**config.mk**
```make
export PLATFORM = sky130hd
export DESIGN_NAME = fetch_stage
export DESIGN_NICKNAME = d
export VERILOG_FILES = /design/src/rtl/fetch_stage_pkg.sv /design/src/rtl/npc.sv /design/src/rtl/fetch_stage.sv
export SDC_FILE = /design/constraint.sdc
export NUM_CORES = 1
export LEC_CHECK = 0
export BUFFER_PORTS_ARGS = -buffer_cell sky130_fd_sc_hd__buf_4
export CORE_MARGIN = 1.5
export CORE_UTILIZATION = 48
export CTS_CLUSTER_DIAMETER = 80
export DETAILED_ROUTE_END_ITERATION = 8
export GPL_ROUTABILITY_DRIVEN = 0
export PLACE_DENSITY = 0.76
export SYNTH_ARGS = -nofsm -noshare
export SYNTH_HDL_FRONTEND = slang
export SYNTH_HIERARCHICAL = 1
export SYNTH_SLANG_ARGS = --single-unit
```
**constraint.sdc**
```tcl
create_clock -name clk -period 3.05 [get_ports clk]
set_clock_uncertainty 0.1 [all_clocks]
set_input_delay 0.61 -clock clk [delete_from_list [all_inputs] [get_ports clk]]
set_output_delay 0.61 -clock clk [all_outputs]
set_load 0.02 [all_outputs]
```
**src/rtl/fetch_stage_pkg.sv**
```systemverilog
// fetch_stage_pkg: shared definitions for the instruction fetch stage.
//   - next-PC select codes driven by the ID-stage decoder (npc_op)
//   - default reset PC and bubble instruction word
//   - branch offset helper used by the next-PC calculator
package fetch_stage_pkg;

    // npc_op encodings; 4-7 are reserved and behave as sequential.
    localparam logic [2:0] NPC_OP_SEQ    = 3'd0;
    localparam logic [2:0] NPC_OP_BRANCH = 3'd1;
    localparam logic [2:0] NPC_OP_JUMP   = 3'd2;
    localparam logic [2:0] NPC_OP_JR     = 3'd3;

    localparam logic [31:0] RESET_PC_DEFAULT = 32'h0000_3000;
    localparam logic [31:0] NOP_WORD_DEFAULT = 32'h0000_0000;

    // Word-aligned, sign-extended branch displacement.
    function automatic logic [31:0] branch_offset(input logic [15:0] imm16);
        return {{14{imm16[15]}}, imm16, 2'b00};
    endfunction

endpackage

```
**src/rtl/npc.sv**
```systemverilog
// npc: combinational next-PC selection for the fetch stage.
// Ports:
//   pc_f      in  32  current fetch address
//   pc_d      in  32  PC of the instruction in ID (base for branch/jump)
//   npc_op    in  3   next-PC select from ID
//   branch    in  1   branch-taken flag from ID comparator
//   imm16_d   in  16  branch offset field
//   index26_d in  26  jump index field
//   rs_d      in  32  forwarded rs value for jr/jalr
//   npc       out 32  selected next fetch address
module npc
    import fetch_stage_pkg::*;
(
    input  logic [31:0] pc_f,
    input  logic [31:0] pc_d,
    input  logic [2:0]  npc_op,
    input  logic        branch,
    input  logic [15:0] imm16_d,
    input  logic [25:0] index26_d,
    input  logic [31:0] rs_d,
    output logic [31:0] npc
);

    logic [31:0] seq_pc;

    // All sums are modulo 2^32; carry out is intentionally dropped.
    assign seq_pc = pc_f + 32'd4;

    always_comb begin
        npc = seq_pc;
        case (npc_op)
            NPC_OP_SEQ:    npc = seq_pc;
            // Branch target is relative to the delay slot (pc_d + 4).
            NPC_OP_BRANCH: npc = branch ? (pc_d + 32'd4 + branch_offset(imm16_d)) : seq_pc;
            NPC_OP_JUMP:   npc = {pc_d[31:28], index26_d, 2'b00};
            // Low bits pass through untouched; alignment is checked downstream.
            NPC_OP_JR:     npc = rs_d;
            default:       npc = seq_pc;
        endcase
    end

endmodule

```
**src/rtl/fetch_stage.sv**
```systemverilog
// fetch_stage: PC register, next-PC selection and IF/ID pipeline register.
// Redirects resolve in ID, so the word fetched alongside them is the delay
// slot and enters IF/ID normally.
// Ports:
//   clk       in  1   system clock, rising edge
//   reset     in  1   synchronous active-high reset
//   stall     in  1   freeze PC and IF/ID
//   branch    in  1   branch-taken flag
//   npc_op    in  3   next-PC select
//   imm16_d   in  16  branch offset field
//   index26_d in  26  jump index field
//   rs_d      in  32  jr/jalr target
//   instr_f   in  32  instruction memory read data for pc_f
//   pc_f      out 32  fetch address
//   instr_d   out 32  IF/ID instruction
//   pc_d      out 32  IF/ID PC
//   pc8_d     out 32  pc_d + 8 (link address)
module fetch_stage
    import fetch_stage_pkg::*;
#(
    parameter logic [31:0] RESET_PC = RESET_PC_DEFAULT,
    parameter logic [31:0] NOP_WORD = NOP_WORD_DEFAULT
) (
    input  logic        clk,
    input  logic        reset,
    input  logic        stall,
    input  logic        branch,
    input  logic [2:0]  npc_op,
    input  logic [15:0] imm16_d,
    input  logic [25:0] index26_d,
    input  logic [31:0] rs_d,
    input  logic [31:0] instr_f,
    output logic [31:0] pc_f,
    output logic [31:0] instr_d,
    output logic [31:0] pc_d,
    output logic [31:0] pc8_d
);

    logic [31:0] pc_f_q;
    logic [31:0] instr_d_q;
    logic [31:0] pc_d_q;
    logic [31:0] npc_val;

    npc u_npc (
        .pc_f      (pc_f_q),
        .pc_d      (pc_d_q),
        .npc_op    (npc_op),
        .branch    (branch),
        .imm16_d   (imm16_d),
        .index26_d (index26_d),
        .rs_d      (rs_d),
        .npc       (npc_val)
    );

    // Reset wins over stall and redirect; stall holds everything.
    always_ff @(posedge clk) begin
        if (reset) begin
            pc_f_q    <= RESET_PC;
            instr_d_q <= NOP_WORD;
            pc_d_q    <= RESET_PC;
        end else if (!stall) begin
            pc_f_q    <= npc_val;
            instr_d_q <= instr_f;
            pc_d_q    <= pc_f_q;
        end
    end

    assign pc_f    = pc_f_q;
    assign instr_d = instr_d_q;
    assign pc_d    = pc_d_q;
    assign pc8_d   = pc_d_q + 32'd8;

endmodule

```
==> impl_metrics.env <==
export IMPL_worstPathMaxFanout=8
export IMPL_vias_per_cell=5.65
export IMPL_power_combinational_fraction_pct=30.9
export IMPL_dr_total_vias=8536
export IMPL_slowest_delay_ns=0.69
export IMPL_grt_max_degree=50
export IMPL_crit_slowest_cell="or4_4"
export IMPL_portBuffers=240
export IMPL_ys_top_cells_by_area="dfxtp_1 (24%), mux2i_1 (13%), ha_1 (9.3%)"
export IMPL_antenna_found_initial=0
export IMPL_htreeDepth=3
export IMPL_first_global_vias=8077
export IMPL_min_path_cells=3
export IMPL_max_freq_ghz=0.337
export IMPL_synth_ff_type="dfxtp_1"
export IMPL_crit_chain="buf_4 > nand4_4 > or4_4 > nor4_2 > xor2_1 > buf_4"
export IMPL_numCtsBuffers=9
export IMPL_cp_buffers_inverters=2
export IMPL_reg2reg_depth=16
export IMPL_fin_tns_setup_ns=0
export IMPL_powerDensity_nw_per_um2=339
export IMPL_holdPathEnd="instr_d[21]"
export IMPL_synthDistinctLibCells=74
export IMPL_grt_usage_pct=29.5
export IMPL_synth_seq_cells=96
export IMPL_p_leak_nw=5.45
export IMPL_totalWireLength_mm=26.0
export IMPL_arrival_ns=2.26
export IMPL_ys_async_sr_fraction_pct=0
export IMPL_place_area_um2=10600
export IMPL_p_int_mw=2.46
export IMPL_drt_iter0_drc=802
export IMPL_initial_core_util_pct=49.4
export IMPL_maxSlewViolCount=0
export IMPL_setup_viol=0
export IMPL_whs_ns=0.367
export IMPL_core_um2=16000
export IMPL_synth_common_cells="nor2_1 (151), mux2i_1 (102), dfxtp_1 (96), a21oi_1 (69), ha_1 (59)"
export IMPL_fin_cells=1510
export IMPL_drive_gt1_share_pct=32.4
export IMPL_final_period_utilization_pct=97.3
export IMPL_finish_utilization_pct=69.1
export IMPL_cp_top_family="simple AND/OR/NAND/NOR gates"
export IMPL_wl_per_cell_um=17.2
export IMPL_synthCells=980
export IMPL_synth_enable_flop_cells=0
export IMPL_cp_required_ns=2.34
export IMPL_clk_pin_slew_ns=0.08
export IMPL_worstHoldStart="instr_f[21]"
export IMPL_diodes=0
export IMPL_cp_end_kind="primary output"
export IMPL_p_sw_share_pct=34.4
export IMPL_hpwlAfterDp_mm=19.9
export IMPL_hold_path_class="primary input to flip-flop"
export IMPL_antenna_left=0
export IMPL_slew_headroom_pct=56.8
export IMPL_io_pins=241
export IMPL_die_area_um2=17300
export IMPL_multi_input_area_um2=5740
export IMPL_dr_pass1_iters=6
export IMPL_synth_area_per_cell_um2=8.07
export IMPL_p_switching_mw=1.29
export IMPL_reg2reg_slack_ns=0.10
export IMPL_dieHeight_um=131
export IMPL_synth_fp_nets=1153
export IMPL_tightest_slew_ns=0.642
export IMPL_top_layer_used="met4"
export IMPL_path_class="flip-flop to primary output"
export IMPL_cts_root_buf="clkbuf_16"
export IMPL_outcome="finished clean"
export IMPL_wl_met2_mm=12.5
export IMPL_overflow=0
export IMPL_yosysTopAreaCell="dfxtp_1"
export IMPL_vdd_ir_drop_max_uv=300
export IMPL_cts_path_max_buffers=2
export IMPL_hold_viol=0
export IMPL_post_route_drc_count=0
export IMPL_crit_path_frequent_cell="buf_4"
export IMPL_cts_tree="built"
export IMPL_reg2reg_from="pc_d[2]"
export IMPL_synth_area_um2=7910
export IMPL_die_x_um=131
export IMPL_insertion_delay_ns=0.36
export IMPL_fin_nets=1462
export IMPL_fillerInstances=1332
export IMPL_r2r_end="pc_f[15]"
export IMPL_dp_cells=1492
export IMPL_ys_warnings_count=6
export IMPL_ys_seq_area_share_pct=24.3
export IMPL_p_seq_share_pct=37.0
export IMPL_start_kind="flip-flop"
export IMPL_seqCellArea_um2=1920
export IMPL_period_needed_ns=2.97
export IMPL_area_growth_pct=39.8
export IMPL_yosys_area_top_type_share_pct=24.3
export IMPL_std_cell_rows=46
export IMPL_cap_viol_max_count=0
export IMPL_clockPowerShare_pct=32.1
export IMPL_final_cell_area_um2=11100
export IMPL_synth_most_common_cell="nor2_1"
export IMPL_grt_pass1_wl_mm=41.3
export IMPL_m1WireLength_mm=10.7
export IMPL_route_met3_wl_mm=2.10
export IMPL_cts_sinks=96
## power by group through the flow
stage	clock network [mW]	registers [mW]	logic (mW)
6_report	1.20	1.39	1.16
5_1_grt	1.26	1.40	1.24
2_1_floorplan	0	1.48	0.554
3_5_place_dp	0	1.41	1.12
4_1_cts	1.22	1.38	1.13
3_3_place_gp	0	1.41	1.11
## kinds of logic (layout without fill, tap and decap cells)
group / Yosys count / in the layout / share of synthesized area, %
XOR/XNOR: 75 / 75 / 8.31
AND/OR/NAND/NOR: 334 / 334 / 20.7
flip-flops: 96 / 96 / 24.3
AO/OA/AOI/OAI: 224 / 224 / 19.5
multiplexers: 103 / 103 / 13.1
buffers and inverters: 88 / 402 / 4.59
adder cells (fa/ha/maj): 60 / 60 / 9.59
## registers in the layout (all words and copies together), names as in the netlist
| name | cells |
|---|---|
| pc_d | 32 |
| pc_f | 32 |
| instr_d | 32 |
## tightest hold or removal path, delay by kind of cell
kind	cells	cell delay (ns)
multiplexers	1	0.05
buffers and inverters	1	0.07
AND/OR/NAND/NOR	1	0.07
## what timing repair did
action / in CTS / in global routing
endpoints found under the setup margin: 2 / 23
pin swaps: 1 / 17
gates resized for setup: 0 / 23
endpoints found under the hold margin: 0 / 0
hold buffers: 0 / 0
setup buffers: 1 / 1
## cell usage in the layout (no fill, tap or decap), types with 8 or more instances in the layout
master     count
nand2_1       55
a211oi_1       8
nor3_1        11
nor2b_1       20
a21o_1        21
buf_4        350
nand4_1       18
mux2i_1      102
inv_1         32
nand3_1       22
o21ai_0       34
a211o_1       14
xor2_1        37
a21oi_1       68
and3_1         9
nand2b_1      10
xnor2_1       38
nor2_1       150
dfxtp_1       94
ha_1          57
clkbuf_16      9
## area by class of cell
type	instances	area share, %
Timing Repair Buffer	352	24.1
Inverter	34	1.15
Clock buffer	9	2.04
Tap cell	216	2.45
Sequential cell	96	17.4
Clock inverter	7	0.849
Multi-Input combinational cell	796	52.0
## stage by stage
| step | setup slack (ns) | power (mW) |
|---|---|---|
| final | 0.0826 | 3.74 |
| after CTS | 0.00156 | 3.73 |
| after detailed placement | -0.374 | 2.54 |
| after global placement | -0.323 | 2.52 |
| after floorplan | 0.00378 | 2.04 |
| after global routing | -0.0133 | 3.90 |
## layer usage
layer | up-vias | global-route usage [%]
met5 | - | 0
met4 | 0 | 11.2
met3 | 56 | 3.94
met2 | 406 | 49.8
met1 | 3965 | 38.3
li1 | 4109 | -
## worst max-delay path by stage
stage / from / to / slack, ns / cells after the start
finish: pc_d[10] / pc8_d[28] / 0.08 / 6
global route: imm16_d[0] / pc_f[31] / -0.01 / 17
CTS: pc_d[10] / pc8_d[30] / 0.002 / 6
detailed placement: imm16_d[1] / pc_f[31] / -0.37 / 15
global placement: imm16_d[1] / pc_f[31] / -0.32 / 15
floorplan: imm16_d[1] / pc_f[13] / 0.004 / 13
(Power assumes the default switching activity.)
